`src/rtl/audio_pdm_sink_pkg.sv`:
```
// Shared audio constants: the sample format and sample rate that producers and
// this sink must agree on.
package audio_pdm_sink_pkg;
    localparam int AUDIO_BITDEPTH  = 12;
    localparam int AUDIO_DIV_LOG2  = 8;
    localparam int AUDIO_FIFO_LOG2 = 2;
    localparam int AUDIO_MIDSCALE  = 1 << (AUDIO_BITDEPTH - 1);

    function automatic int audio_midscale(input int bitdepth);
        return 1 << (bitdepth - 1);
    endfunction
endpackage

```
`src/rtl/audio_pdm_sink_if.sv`:
```
// Sample stream handshake from a producer (master) into the sink (slave).
interface audio_pdm_sink_if #(
    parameter int BITDEPTH = audio_pdm_sink_pkg::AUDIO_BITDEPTH
);
    logic [BITDEPTH-1:0] in_sample;
    logic                in_valid;
    logic                in_ready;

    modport master (output in_sample, output in_valid, input in_ready);
    modport slave  (input in_sample, input in_valid, output in_ready);
endinterface

```
`src/rtl/audio_pdm_sink_fifo.sv`:
```
// Small synchronous sample FIFO; ready is a register so producers never see a
// combinational path from the sink's pop logic.
module sample_fifo #(
    parameter int WIDTH = 12,
    parameter int LOG2  = 2
) (
    input  logic             i_clk,
    input  logic             i_rst_n,
    input  logic             i_push,
    input  logic [WIDTH-1:0] i_din,
    input  logic             i_pop,
    output logic [WIDTH-1:0] o_head,
    output logic [LOG2:0]    o_level,
    output logic             o_ready,
    output logic             o_empty
);
    localparam int          DEPTH = 1 << LOG2;
    localparam logic [LOG2:0] FULL = (LOG2 + 1)'(DEPTH);

    logic [WIDTH-1:0] r_mem [DEPTH];
    logic [LOG2-1:0]  r_wr, r_rd;
    logic [LOG2:0]    r_level;
    logic             r_ready;
    logic             w_push, w_pop;
    logic [LOG2:0]    w_level_nx;

    // Pop sees only the registered level, so a same-cycle push into an empty
    // FIFO is not forwarded.
    assign w_push = i_push & r_ready;
    assign w_pop  = i_pop & (r_level != '0);

    always_comb begin
        w_level_nx = r_level;
        if (w_push && !w_pop)      w_level_nx = r_level + 1'b1;
        else if (!w_push && w_pop) w_level_nx = r_level - 1'b1;
    end

    always_ff @(posedge i_clk) begin
        if (w_push) r_mem[r_wr] <= i_din;
    end

    always_ff @(posedge i_clk) begin
        if (!i_rst_n) begin
            r_wr    <= '0;
            r_rd    <= '0;
            r_level <= '0;
            r_ready <= 1'b1;
        end else begin
            if (w_push) r_wr <= r_wr + 1'b1;
            if (w_pop)  r_rd <= r_rd + 1'b1;
            r_level <= w_level_nx;
            r_ready <= (w_level_nx != FULL);
        end
    end

    assign o_head  = r_mem[r_rd];
    assign o_level = r_level;
    assign o_ready = r_ready;
    assign o_empty = (r_level == '0);
endmodule

```
`src/rtl/audio_pdm_sink.sv`:
```
// Audio sink: sample-rate divider, sample FIFO with underrun tracking, and a
// second-order sigma-delta modulator driving the 1-bit audio pin.
module audio_pdm_sink
    import audio_pdm_sink_pkg::*;
#(
    parameter int BITDEPTH  = AUDIO_BITDEPTH,
    parameter int DIV_LOG2  = AUDIO_DIV_LOG2,
    parameter int FIFO_LOG2 = AUDIO_FIFO_LOG2
) (
    input  logic                 i_clk,
    input  logic                 i_rst,
    audio_pdm_sink_if.slave      s_if,
    output logic                 o_sample_clock,
    output logic                 o_pdm_out,
    output logic                 o_underrun,
    output logic [7:0]           o_underrun_count,
    output logic [FIFO_LOG2:0]   o_level
);
    localparam int W   = BITDEPTH + 4;
    localparam int MID = audio_midscale(BITDEPTH);
    localparam logic signed [W+1:0] MIDS = (W + 2)'(MID);
    localparam logic signed [W+1:0] SMAX = (W + 2)'((2 ** (W - 1)) - 1);
    localparam logic signed [W+1:0] SMIN = -SMAX;

    function automatic logic signed [W-1:0] sat(input logic signed [W+1:0] v);
        if (v > SMAX)      return SMAX[W-1:0];
        else if (v < SMIN) return SMIN[W-1:0];
        else               return v[W-1:0];
    endfunction

    logic [DIV_LOG2-1:0] r_div;
    logic                r_sclk;
    logic                w_tick;
    logic [BITDEPTH-1:0] w_head;
    logic                w_empty;
    logic [BITDEPTH-1:0] r_cur;
    logic [7:0]          r_ucnt;
    logic signed [W-1:0] r_i1, r_i2;
    logic                r_pdm;
    logic signed [W+1:0] w_x, w_f;
    logic signed [W-1:0] w_i1_nx, w_i2_nx;

    assign w_tick = &r_div;

    sample_fifo #(.WIDTH(BITDEPTH), .LOG2(FIFO_LOG2)) u_fifo (
        .i_clk   (i_clk),
        .i_rst_n (i_rst),
        .i_push  (s_if.in_valid),
        .i_din   (s_if.in_sample),
        .i_pop   (w_tick),
        .o_head  (w_head),
        .o_level (o_level),
        .o_ready (s_if.in_ready),
        .o_empty (w_empty)
    );

    // Integrators carry two guard bits before clamping; i2 uses the old i1.
    always_comb begin
        w_x     = $signed({{(W + 2 - BITDEPTH){1'b0}}, r_cur}) - MIDS;
        w_f     = r_pdm ? MIDS : -MIDS;
        w_i1_nx = sat($signed({{2{r_i1[W-1]}}, r_i1}) + w_x - w_f);
        w_i2_nx = sat($signed({{2{r_i2[W-1]}}, r_i2})
                    + $signed({{2{r_i1[W-1]}}, r_i1}) - w_f);
    end

    always_ff @(posedge i_clk) begin
        if (!i_rst) begin
            r_div  <= '0;
            r_sclk <= 1'b0;
            r_cur  <= BITDEPTH'(MID);
            r_ucnt <= '0;
            r_i1   <= '0;
            r_i2   <= '0;
            r_pdm  <= 1'b0;
        end else begin
            r_div  <= r_div + 1'b1;
            r_sclk <= r_div[DIV_LOG2-1];
            if (w_tick) begin
                if (!w_empty)             r_cur  <= w_head;
                else if (r_ucnt != 8'hFF) r_ucnt <= r_ucnt + 1'b1;
            end
            r_i1  <= w_i1_nx;
            r_i2  <= w_i2_nx;
            r_pdm <= ~w_i2_nx[W-1];
        end
    end

    assign o_underrun       = w_tick & w_empty & i_rst;
    assign o_underrun_count = r_ucnt;
    assign o_sample_clock   = r_sclk;
    assign o_pdm_out        = r_pdm;
endmodule

```
`src/flat_wrapper.sv`:
```
// flat-port wrapper written by rule: the top's interface ports become plain ports
module audio_pdm_sink_flat import audio_pdm_sink_pkg::*;
#(
    parameter int BITDEPTH  = AUDIO_BITDEPTH,
    parameter int DIV_LOG2  = AUDIO_DIV_LOG2,
    parameter int FIFO_LOG2 = AUDIO_FIFO_LOG2
)
  (i_clk, i_rst, o_sample_clock, o_pdm_out, o_underrun, o_underrun_count, o_level, s_if_in_sample, s_if_in_valid, s_if_in_ready);
  audio_pdm_sink_if #(.BITDEPTH(BITDEPTH)) s_if_i ();
  input  logic i_clk;
  input  logic i_rst;
  output logic o_sample_clock;
  output logic o_pdm_out;
  output logic o_underrun;
  output logic [7:0] o_underrun_count;
  output logic [FIFO_LOG2:0] o_level;
  input wire logic [$bits(s_if_i.in_sample)-1:0] s_if_in_sample;
  input wire logic [$bits(s_if_i.in_valid)-1:0] s_if_in_valid;
  output wire logic [$bits(s_if_i.in_ready)-1:0] s_if_in_ready;
  assign s_if_i.in_sample = s_if_in_sample;
  assign s_if_i.in_valid = s_if_in_valid;
  assign s_if_in_ready = s_if_i.in_ready;
  audio_pdm_sink #(.BITDEPTH(BITDEPTH), .DIV_LOG2(DIV_LOG2), .FIFO_LOG2(FIFO_LOG2)) u_core (.i_clk(i_clk), .i_rst(i_rst), .s_if(s_if_i), .o_sample_clock(o_sample_clock), .o_pdm_out(o_pdm_out), .o_underrun(o_underrun), .o_underrun_count(o_underrun_count), .o_level(o_level));
endmodule
```
`config.mk`:
```
export PLATFORM = sky130hd
export DESIGN_NAME = audio_pdm_sink_flat
export DESIGN_NICKNAME = d
export VERILOG_FILES = /design/src/rtl/audio_pdm_sink_pkg.sv /design/src/rtl/audio_pdm_sink_if.sv /design/src/rtl/audio_pdm_sink_fifo.sv /design/src/rtl/audio_pdm_sink.sv /design/src/flat_wrapper.sv
export SDC_FILE = /design/constraint.sdc
export NUM_CORES = 1
export LEC_CHECK = 0
export ABC_AREA = 1
export CORE_MARGIN = 2
export CORE_UTILIZATION = 30
export CTS_CLUSTER_SIZE = 20
export DETAILED_ROUTE_END_ITERATION = 8
export GPL_ROUTABILITY_DRIVEN = 1
export SLEW_MARGIN = 20
export SYNTH_ARGS = -nofsm -noshare
export SYNTH_HDL_FRONTEND = slang
export SYNTH_SLANG_ARGS = --single-unit
```
`constraint.sdc`:
```
create_clock -name i_clk -period 5 [get_ports i_clk]
set_input_delay 1 -clock i_clk [delete_from_list [all_inputs] [get_ports i_clk]]
set_output_delay 1 -clock i_clk [all_outputs]
set_load 0.005 [all_outputs]
```
==> run metrics <==
Synth async-reset ratio=0%; Synth Area in XOR/XNOR=2.16%; Die H=155 um; leakage=3.79 nW; Reg clk slew, reported paths=0.06 ns; setup TNS=0 ns; Initial Util=30.5%; ANT cells=0; cell taking the most area after synthesis=edfxtp_1; First-pass DRT Iterations=5; row count=55; H-tree Lvls=4; unrepaired setup endpoints after global routing=false; Top cell by count, worst path=nand2_1; Post-DP HPWL=11200 um; area grow syn2layout=16.5%; EDFF count, synth=48; Final Util=35.5%; GP Congestion=0.875; delay-heaviest family, CP=simple AND/OR/NAND/NOR gates; CP Capture Type=flip-flop; worst path arrival time=4.75 ns; Core Box Area=0.0226 mm^2; area fraction in compound gates after synthesis=10.1%; syn nets=967; drc violations=0; most numerous cell in the Yosys netlist=nand2_1; CTS Buf Count=17; Worst setup SP type=flip-flop; share of cells above drive strength 1=6.70%; area share of the largest cell type after synthesis=20.9%; die area=0.0242 mm^2; Worst Path Buf+Inv=3; GR Overflow Total=0; Clock Latency Late Sink=0.42 ns; Post CTS Setup Buffer Count=0; Vias=5636; clock buffer depth=2; critical path fanouts, max=12; worst-margin pin slew=0.738 ns; Tcrit/Tclk final=88.9%; clk root buf=clkbuf_16; TritonCTS clock tree=yes; nets@finish=1002; Post-synth top cells=200 x nand2_1, 119 x inv_1, 117 x nor2_1, 70 x dfxtp_1, 60 x nand3_1; Yosys reg bits=118; Final Max Tran Viols=0; final wirelength=15500 um; Slew headroom=50.7%; mux contribution to synthesized area=0.145%; Max Freq=225 MHz; I/O Buffers=29; Unique masters post-synth=41; worst clock skew=0.00832 ns; clock period minus worst slack=4.45 ns; simple-gate share of the synthesized area=26.8%; Cell Area, Synth=0.00688 mm^2; register area share after synthesis=41.3%; initial antenna violation count=0; Mapped Cells=893; Hold Buf Count CTS=0; Routed Antenna Nets=0; final setup margin=0.554 ns; top post-synthesis cells by area=edfxtp_1 21%, dfxtp_1 20%, nand2_1 11%; Die Width=155 um; # fillers=2357; GRT Total Usage=13.3%; max capacitance violation total=0; Hold Path Class=reg -> reg; first-pass GRT wire length=25500 um; Synth Area in Adders=11.2%; Mean Syn Cell Area=7.71 um^2; vias in the first global route=5280; top_reg_cell synth=dfxtp_1; max incr delay on CP=0.57 ns; main combinational cell family by area after synthesis=simple AND/OR/NAND/NOR gates; Setup WS pre-CTS=0.643 ns; yosys warns=0; CTS sink cnt=118; final setup violation count=0; Slowest-stage cell, CP=fa_1; largest net degree at the start of global routing=52; vias per cell=4.60; Worst Path Required=5.31 ns; DR WL/cell=12.6 um; run status=finished, final reports clean; Top Ports=30; # resized after CTS=0; First DRT Iteration DRCs=260; Worst VDD drop=0.301 mV; CP Class=reg -> reg; Power Density=636 mW/mm^2; Final Hold Viols=0
state kept, by name, summed over array words and instances, names as in the netlist:
register                 cells
u_core.r_div                 8
u_core.r_i1                 16
u_core.o_underrun_count      8
u_core.u_fifo.r_mem         48
u_core.u_fifo.r_wr           2
u_core.o_pdm_out             1
u_core.o_sample_clock        1
u_core.r_cur                12
u_core.r_i2                 16
u_core.u_fifo.o_ready        1
u_core.u_fifo.o_level        3
u_core.u_fifo.r_rd           2
kinds of logic after synthesis:
kind of cell               after synthesis
xor gates and xnor gates                17
adders and majority gates               59
buffers and inverters                  143
muxes                                    1
and+or+nand+nor                        429
DFF                                    118
AOI/OAI and AO/OA                      126
routing by layer:
metal	wire length [um]	GRT usage [%]
met1	7190	16.3
met2	7500	22.8
met3	531	3.04
met4	249	4.72
met5	0	0
power breakdown:
part	internal (mW)	switching [mW]	leakage (nW)
sequential	1.18	0.105	1.02
combinational	0.939	1.76	2.51
clock	0.642	0.475	0.261
worst paths after layout:
check                  startpoint         endpoint  slack, ns  cells after the start
hold reg to reg   u_core.r_div[0]  u_core.r_div[0]       0.48                      1
setup reg to reg   u_core.r_i1[0]  u_core.r_i2[12]       0.55                     31
setup / recovery   u_core.r_i1[0]  u_core.r_i2[12]       0.55                     31
hold / removal    u_core.r_div[0]  u_core.r_div[0]       0.48                      1
per-stage QoR:
step           cell area (um^2)  hold WS [ns]  total power, mW  std cells
2_1_floorplan              6880         0.418             3.44        893
3_3_place_gp               7470         0.430             3.97       1194
3_5_place_dp               7470         0.472             3.99       1194
4_1_cts                    8020         0.485             5.14       1226
5_1_grt                    8020         0.504             5.58       1226
6_report                   8020         0.478             5.11       1226
layout by cell type (no fill, tap or decap), drive strengths merged:
cell | Yosys | final
a211oi | 2 | 2
buf | 11 | 9
clkbuf | 10 | 17
a31oi | 12 | 12
o21a | 2 | 2
clkinv | 1 | 7
a21oi | 46 | 46
dfxtp | 70 | 70
xor2 | 10 | 10
nor4 | 1 | 1
clkdlybuf4s50 | 0 | 28
o211ai | 1 | 1
nand2 | 208 | 208
fa | 4 | 4
inv | 121 | 127
nand3 | 68 | 68
mux2i | 1 | 1
nand3b | 11 | 11
clkinvlp | 0 | 3
nand4 | 9 | 9
and3 | 1 | 1
ha | 55 | 55
a22oi | 2 | 2
o21bai | 3 | 3
nor3 | 9 | 9
o22ai | 2 | 2
a21o | 1 | 1
or2 | 3 | 3
edfxtp | 48 | 48
o31ai | 1 | 1
xnor2 | 7 | 7
o21ai | 53 | 53
a31o | 1 | 1
nor2 | 119 | 119
cell type report:
type / count / area [um^2] / area share [%]
timing repair buffer: 37 / 345 / 4.31
clock buffer: 17 / 425 / 5.30
clock inverter: 15 / 121 / 1.51
tap: 285 / 357 / 4.45
inverter: 122 / 458 / 5.71
multi-input combinational: 632 / 3470 / 43.3
sequential: 118 / 2840 / 35.4
No activity file was read; power rests on OpenSTA's default activity.
